<file path="src/rtl/serial_out_uart_tx.sv">
// Buffers 32-bit words strobed out of the core and sends each one as four
// 8N1 UART bytes, most significant byte first, on a single idle-high line.
module serial_out_uart_tx #(
    parameter int WORD_LENGTH = 32,
    parameter int BAUD_DIV    = 434,
    parameter int FIFO_DEPTH  = 4,
    parameter int CNT_BITS    = 3
) (
    input  logic                   clk,
    input  logic                   reset,
    input  logic                   SerialOutEn,
    input  logic [WORD_LENGTH-1:0] SerialData,
    output logic                   tx,
    output logic                   busy,
    output logic                   overflow,
    output logic [CNT_BITS-1:0]    fifo_count
);

    localparam int PTR_BITS  = (FIFO_DEPTH > 1) ? $clog2(FIFO_DEPTH) : 1;
    localparam int BAUD_BITS = (BAUD_DIV > 1) ? $clog2(BAUD_DIV) : 1;
    localparam logic [CNT_BITS-1:0]  FULL_CNT  = CNT_BITS'(FIFO_DEPTH);
    localparam logic [BAUD_BITS-1:0] BAUD_LAST = BAUD_BITS'(BAUD_DIV - 1);

    typedef enum logic [1:0] {
        IDLE  = 2'd0,
        START = 2'd1,
        DATA  = 2'd2,
        STOP  = 2'd3
    } state_t;

    state_t                 state_q, state_d;
    logic [BAUD_BITS-1:0]   baud_q, baud_d;
    logic [2:0]             bit_q, bit_d;
    logic [1:0]             byte_q, byte_d;
    logic [WORD_LENGTH-1:0] shift_q, shift_d;
    logic                   tx_q, tx_d;

    logic                   en_prev_q;
    logic [PTR_BITS-1:0]    wr_ptr_q, rd_ptr_q;
    logic [CNT_BITS-1:0]    count_q;
    logic                   overflow_q;
    logic [WORD_LENGTH-1:0] mem [FIFO_DEPTH];

    logic                   push, pop, full, accept, baud_end;
    logic [7:0]             cur_byte;
    logic [2:0]             bit_inc;
    logic [WORD_LENGTH-1:0] head;

    assign push     = SerialOutEn & ~en_prev_q;
    assign full     = (count_q == FULL_CNT);
    // A full FIFO still accepts a word on the cycle the FSM drains one.
    assign accept   = push & (~full | pop);
    assign head     = mem[rd_ptr_q];
    assign baud_end = (baud_q == BAUD_LAST);
    assign cur_byte = shift_q[WORD_LENGTH-1 -: 8];
    assign bit_inc  = bit_q + 3'd1;

    always_ff @(posedge clk) begin
        if (accept) begin
            mem[wr_ptr_q] <= SerialData;
        end
    end

    always_ff @(posedge clk or negedge reset) begin
        if (!reset) begin
            en_prev_q  <= 1'b0;
            wr_ptr_q   <= '0;
            rd_ptr_q   <= '0;
            count_q    <= '0;
            overflow_q <= 1'b0;
        end else begin
            en_prev_q <= SerialOutEn;
            if (accept) begin
                wr_ptr_q <= wr_ptr_q + PTR_BITS'(1);
            end
            if (pop) begin
                rd_ptr_q <= rd_ptr_q + PTR_BITS'(1);
            end
            case ({accept, pop})
                2'b10:   count_q <= count_q + CNT_BITS'(1);
                2'b01:   count_q <= count_q - CNT_BITS'(1);
                default: count_q <= count_q;
            endcase
            if (push && full && !pop) begin
                overflow_q <= 1'b1;
            end
        end
    end

    always_ff @(posedge clk or negedge reset) begin
        if (!reset) begin
            state_q <= IDLE;
            baud_q  <= '0;
            bit_q   <= '0;
            byte_q  <= '0;
            shift_q <= '0;
            tx_q    <= 1'b1;
        end else begin
            state_q <= state_d;
            baud_q  <= baud_d;
            bit_q   <= bit_d;
            byte_q  <= byte_d;
            shift_q <= shift_d;
            tx_q    <= tx_d;
        end
    end

    // tx_d always carries the level of the period being entered, so the
    // line flop changes exactly on the state/bit transitions.
    always_comb begin
        state_d = state_q;
        baud_d  = baud_q;
        bit_d   = bit_q;
        byte_d  = byte_q;
        shift_d = shift_q;
        tx_d    = tx_q;
        pop     = 1'b0;
        case (state_q)
            IDLE: begin
                tx_d = 1'b1;
                if (count_q != '0) begin
                    pop     = 1'b1;
                    shift_d = head;
                    byte_d  = 2'd0;
                    baud_d  = '0;
                    state_d = START;
                    tx_d    = 1'b0;
                end
            end
            START: begin
                if (baud_end) begin
                    baud_d  = '0;
                    bit_d   = 3'd0;
                    state_d = DATA;
                    tx_d    = cur_byte[0];
                end else begin
                    baud_d = baud_q + BAUD_BITS'(1);
                end
            end
            DATA: begin
                if (baud_end) begin
                    baud_d = '0;
                    if (bit_q == 3'd7) begin
                        state_d = STOP;
                        tx_d    = 1'b1;
                    end else begin
                        bit_d = bit_inc;
                        tx_d  = cur_byte[bit_inc];
                    end
                end else begin
                    baud_d = baud_q + BAUD_BITS'(1);
                end
            end
            STOP: begin
                if (baud_end) begin
                    baud_d = '0;
                    if (byte_q != 2'd3) begin
                        byte_d  = byte_q + 2'd1;
                        shift_d = shift_q << 8;
                        state_d = START;
                        tx_d    = 1'b0;
                    end else if (count_q != '0) begin
                        pop     = 1'b1;
                        shift_d = head;
                        byte_d  = 2'd0;
                        state_d = START;
                        tx_d    = 1'b0;
                    end else begin
                        state_d = IDLE;
                        tx_d    = 1'b1;
                    end
                end else begin
                    baud_d = baud_q + BAUD_BITS'(1);
                end
            end
            default: begin
                state_d = IDLE;
                tx_d    = 1'b1;
            end
        endcase
    end

    assign tx         = tx_q;
    assign busy       = (state_q != IDLE) || (count_q != '0);
    assign overflow   = overflow_q;
    assign fifo_count = count_q;

endmodule

</file>
<file path="config.mk">
export PLATFORM = sky130hd
export DESIGN_NAME = serial_out_uart_tx
export DESIGN_NICKNAME = d
export VERILOG_FILES = /design/src/rtl/serial_out_uart_tx.sv
export SDC_FILE = /design/constraint.sdc
export NUM_CORES = 1
export LEC_CHECK = 0
export ABC_AREA = 1
export CORE_ASPECT_RATIO = 0.75
export CORE_UTILIZATION = 25
export DETAILED_ROUTE_END_ITERATION = 16
export DONT_BUFFER_PORTS = 1
export SYNTH_ARGS = -nofsm -noshare
export SYNTH_HDL_FRONTEND = slang
export SYNTH_SLANG_ARGS = --single-unit
</file>
<file path="constraint.sdc">
create_clock -name clk -period 3.4 [get_ports clk]
set_input_delay 0.17 -clock clk [delete_from_list [all_inputs] [get_ports clk]]
set_output_delay 0.17 -clock clk [all_outputs]
set_load 0.05 [all_outputs]
</file>
After elaboration in Yosys (flattened, before gate mapping)
Memory sizes are Yosys's and may differ from the RTL's.
Index checks and enable logic that the tools add are counted.
{ "word_totals": {"regBits": 58, "ram_bits": 128, "memories": 1} }
{ "classes": {"add_sub_neg": 7, "n_lt_le_gt_ge": 1, "n_eq_ne": 15, "muxes": 39, "n_bitwise": 5, "n_reduce_logical": 15} }
{ "mem_list": {"columns": ["memory", "words", "word_bits", "rd", "rd_ports_with_merged_regs", "wr", "line", "rtl"], "rows": [
  ["mem", 4, 32, 1, 0, 1, "42", "logic [WORD_LENGTH-1:0] mem [FIFO_DEPTH];"]
]} }
{ "op_table": {"columns": ["op", "n"], "rows": [
  ["$mux W32", 3],
  ["$pmux W32 S2", 1],
  ["$mux W9", 2],
  ["$pmux W9 S2", 1],
  ["$mux W2", 8],
  ["$mux W1", 14],
  ["$ne A2 B2 Y1 const B", 7],
  ["$pmux W3 S2", 2],
  ["$add A9 B1 Y9 const B", 1],
  ["$eq A9 B9 Y1 const B", 1],
  ["$mux W3", 3],
  ["$pmux W2 S4", 1],
  ["$reduce_bool A2 Y1", 4],
  ["$add A2 B1 Y2 const B", 3],
  ["$add A3 B1 Y3 const B", 2],
  ["$eq A2 B2 Y1 const B", 3],
  ["$eq A3 B3 Y1 const B", 2],
  ["$reduce_and A5 Y1", 1],
  ["$eq A2 B1 Y1 const B", 2],
  ["$lt A3 B4 Y1 const B", 1],
  ["$pmux W1 S4", 1],
  ["$pmux W2 S2", 1],
  ["$reduce_and A4 Y1", 1],
  ["$bmux W1 S3", 1],
  ["13 further kinds", 16]
]} }

Depth between registers and ports, before layout
{ "depth": {"depth_word": 9, "ltp_mapped": 13, "depth_no_buf": 13} }

Worst setup path after synthesis
No wires, ideal clock.
{ "synth_timing": {"path_type": "flip-flop to flip-flop", "startpoint": "register count_q[0] (netlist: fifo_count[0])", "endpoint": "memory mem[0][0], enable pin", "setup_time_ns": 0.421, "arrival_time_ns": 2.876, "t_required_ns": 2.979, "path_slack_ns": 0.103, "stages_incl_launch_ff": 9, "n_path_buf": 0, "path_cell_list": "dfrtp_1 > nor2_1 > nand2_1 > inv_1 > nor2_2 > nand2_1 > nand3_1 > nand2_1 > nor2_1"} }
{ "synth_via": {"elab_chain_len": 9} }
{ "synth_lines": {"columns": ["item", "line", "rtl"], "rows": [
  ["from (decl)", "40", "logic [CNT_BITS-1:0] count_q;"],
  ["from (signal assigned)", "80", "2'b10: count_q <= count_q + CNT_BITS'(1);"],
  ["from (signal assigned)", "81", "2'b01: count_q <= count_q - CNT_BITS'(1);"],
  ["from (signal assigned)", "82", "default: count_q <= count_q;"],
  ["$reduce_bool A3 Y1", "121, 162", null],
  ["$mux W1", "121, 162", null],
  ["$mux W1", "157", "if (byte_q != 2'd3) begin"],
  ["$mux W1", "155", "if (baud_end) begin"],
  ["$pmux W1 S2", "118", "case (state_q)"],
  ["$or A1 B1 Y1 *", "52", "assign accept = push & (~full | pop);"],
  ["$and A1 B1 Y1 *", "52", null],
  ["$mux W1 *", "59", "if (accept) begin"],
  ["$mux W1 (implied by the code) *", "60", "mem[wr_ptr_q] <= SerialData;"],
  ["to (decl)", "42", null]
]} }
Every way passes the cells marked *; elsewhere a longest branch is shown, timed or not.

Final worst setup path
{ "layout_timing": {"startpoint": "register count_q[0] (netlist: fifo_count[0])", "endpoint": "memory mem[1][30], enable pin"} }
Same word-level chain as after synthesis.

==> flow_metrics.tcl <==
set metrics [dict create \
    status "finished, final reports clean" \
    routability_cong 0.771 \
    total_switching_power_w 0.00143 \
    die_width_um 207 \
    synthToLayoutAreaGrowth_pct 19.0 \
    tritoncts.num_buffers 17 \
    slowest_delay_ns 0.68 \
    wire_per_inst_um 14.2 \
    worstHoldEndpoint "wr_ptr_q[1]" \
    detail_route.vias_per_cell 4.38 \
    detail-route-antenna-nets 0 \
    cts.htree.levels 4 \
    maxSlewViolCount 0 \
    initial_core_util_pct 25.8 \
    postSynthRegisterBits 186 \
    synthDistinctLibCells 37 \
    1st_pass_router_iterations 4 \
    critical_path_buf_inv_count 2 \
    power_frac_clock_pct 37.3 \
    post_synth_instance_area_mm2 0.00789 \
    clock_latency_reported_for_the_late_side_of_the_worst_skew_pair_ns 0.43 \
    clock_tree.buffer_depth 2 \
    drcViolationCount 0 \
    r2r_cells 9 \
    path_class "reg -> reg" \
    drv_cap 0 \
    sequentialPowerShare_pct 51.4 \
    tritoncts "yes" \
    power.share.combinational_pct 11.3 \
    synth.yosys.seq_area_share_pct 67.1 \
    slowest_stage "dfrtp_1" \
    power.ir.vdd_worst_uv 350 \
    clock.fmax_mhz 358 \
    avgSynthCellArea_um2 11.1 \
    globalRouteOverflowTotal 0 \
    critical_path.cell_chain "nor2_1, nand2_1, inv_1, nor2_2, nand2_1, nand3_1, nand2_1, nor2_4, buf_4" \
    setup_violation_total_in_the_final_timing_report 0 \
    path_delay_family "simple AND/OR/NAND/NOR gates" \
    largest_net_degree_at_the_start_of_global_routing 66 \
    timing.critical_path.arrival_ns 2.85 \
    grt_pass1_vias 4828 \
    grt_pass1_wl_um 26900 \
    crit-reg2reg-launch "fifo_count[0]" \
    ios 41 \
    port_buffers 0 \
    drt_wl_total_um 16400 \
    syn_nets 758 \
    track_usage_pct 10.6 \
    route.vias.total 5059 \
    startpoint_class_of_the_critical_path "flop" \
    power_switching_share_pct 26.9 \
    rsz0062_at_grt "no" \
    timing.critical_path.fanout_max 32 \
    std_cell_rows 55 \
    cp-end-kind "flop" \
    worst_pin_slew_ns 0.777 \
    hpwlAfterDp_um 10600 \
    clock_sinks 186 \
    synth_largest_area_cell "edfxtp_1" \
    ff2ff_setup_slack_ns 0.61 \
    holdPathStages 4 \
    share_of_cells_above_drive_strength_1_pct 8.72 \
    synth_top_cell_area_share_pct 48.7 \
    p_leak_nw 3.50 \
    path_clk_slew_ns 0.07 \
    report.final.hold_viol_count 0 \
    grt_antenna_before_repair 0 \
    layout_worst_path_cycle_share_pct 82.2 \
    fp.dieH_um 156 \
    cp_most_frequent_cell "nand2_1" \
    yosys_warnings 0 \
    cp_data_required_time_ns 3.46 \
    design.core.area_mm2 0.0306 \
    timing.critical_path.depth 9 \
    finalClockSkew_ns 0.0124 \
    layout.nets 794 \
    p_int_w 0.00388 \
    timing.setup.tns_ns 0 \
    pwr_density_cell_mw_per_mm2 565 \
    min_from "SerialOutEn" \
    hp-class "in -> reg" \
    util_after_layout_pct 30.6 \
    die_area_mm2 0.0323 \
    synthTopCellsByArea "edfxtp_1 (49%), dfrtp_1 (18%), nor2_1 (5.6%)" \
    insertedDiodeCount 0 \
    r2r-end "mem[1][30]" \
    max-slew-margin-rel_pct 48.2 \
    count_of_routing_violations_after_the_opening_detailed_route_iteration 267 \
    period_needed_ns 2.79 \
    cells_after_synth 708 \
    clock-root-buffer "clkbuf_16" \
]
logic make-up (layout without fill, tap and decap cells):
logic type,after synthesis,after routing,share of synthesized area (%)
AND/OR/NAND/NOR,261,261,13.4
flip-flops,186,186,67.1
AO/OA/AOI/OAI,157,157,12.0
buffers and inverters,84,133,4.46
adder cells (fa/ha/maj),15,15,2.47
XOR/XNOR,4,4,0.444
multiplexers,1,1,0.127
Yosys cell counts (all sizes together):
| master | number |
|---|---|
| edfxtp | 128 |
| nor2 | 120 |
| nand2 | 110 |
| o21ai | 61 |
| dfrtp | 57 |
| inv | 52 |
| o22ai | 37 |
| o21bai | 25 |
| nand3 | 24 |
| a21oi | 21 |
| buf | 19 |
| ha | 14 |
| clkbuf | 12 |
| o211ai | 6 |
| nand4 | 4 |
| xor2 | 4 |
| nor3 | 2 |
| o31ai | 2 |
| o32a | 2 |
| a21boi | 1 |
| a2bb2oi | 1 |
| clkinv | 1 |
| dfstp | 1 |
| fa | 1 |
| mux2i | 1 |
| o21a | 1 |
| or2 | 1 |
worst min-delay path, stage by stage:
cell and delay (ns):
inv_1 0.03, nor2_1 0.08, nand3_1 0.09, nand2_1 0.05
layout make-up:
class                   instances  area, um^2
clock buffers                  17         425
inverters                      53         199
clock inverters                15         176
repair buffers                 48         515
multi-input cells             438        2270
fillers                      3077       21200
well taps                     399         499
flip-flops and latches        186        5300
how the worst max path moves through the flow:
| stage | slack, ns | startpoint | end |
|---|---|---|---|
| 5_1_grt | 0.40 | fifo_count[0] | mem[1][26] |
| 4_1_cts | 0.58 | fifo_count[0] | mem[1][26] |
| 2_1_floorplan | 0.10 | fifo_count[0] | mem[0][0] |
| 3_5_place_dp | 0.61 | fifo_count[0] | mem[1][18] |
| 3_3_place_gp | 0.68 | fifo_count[0] | mem[1][11] |
| 6_report | 0.61 | fifo_count[0] | mem[1][30] |
registers in the layout (all words and copies together), names as in the netlist, 2 cells and up:
signal	count
baud_q	9
bit_q	3
byte_q	2
fifo_count	3
mem	128
rd_ptr_q	2
shift_q	32
state_q	2
wr_ptr_q	2
power by group through the flow:
stage	clock network (W)	logic, W	registers (W)
6_report	0.00198	0.000601	0.00273
5_1_grt	0.00211	0.000675	0.00274
4_1_cts	0.00203	0.000613	0.00273
3_5_place_dp	0	0.000540	0.00278
3_3_place_gp	0	0.000535	0.00277
2_1_floorplan	0	0.000322	0.00282
placed cells by master (no fill, tap or decap), types with 9 or more instances in the layout:
master | Yosys | routed
ha_1 | 14 | 14
o21ai_1 | 10 | 10
o22ai_1 | 37 | 37
nand2_1 | 107 | 107
edfxtp_1 | 128 | 128
o21bai_1 | 25 | 25
clkbuf_16 | 0 | 17
a21oi_1 | 20 | 20
o21ai_0 | 51 | 51
nand3_1 | 23 | 23
dfrtp_1 | 57 | 56
inv_1 | 47 | 46
dlygate4sd3_1 | 0 | 34
buf_4 | 2 | 9
nor2_1 | 117 | 113
per-stage QoR:
stage	instance area, um^2	hold slack [ns]	std cells	power [W]	setup slack (ns)
finish	9380	0.0445	1156	0.00530	0.605
global route	9380	0.0827	1156	0.00553	0.400
CTS	9380	0.0287	1156	0.00537	0.583
detailed placement	8410	-0.124	1089	0.00332	0.609
global placement	8410	-0.124	1089	0.00331	0.681
floorplan	7890	-0.126	708	0.00314	0.103
routing by layer:
metal	vias up	global-route usage, %	part of all wire, %
met5	-	0	0
met4	0	2.35	0.72
met3	10	2.48	3.5
met2	89	16.7	45
met1	2437	14.9	51
li1	2523	-	-
what timing repair did:
action / in CTS / in global routing
buffers inserted: 0 / 0
gates resized for setup: 0 / 0
hold buffers: 35 / 0
hold endpoints to repair: 187 / 0
Note: power is estimated with default switching activity, not from simulation.
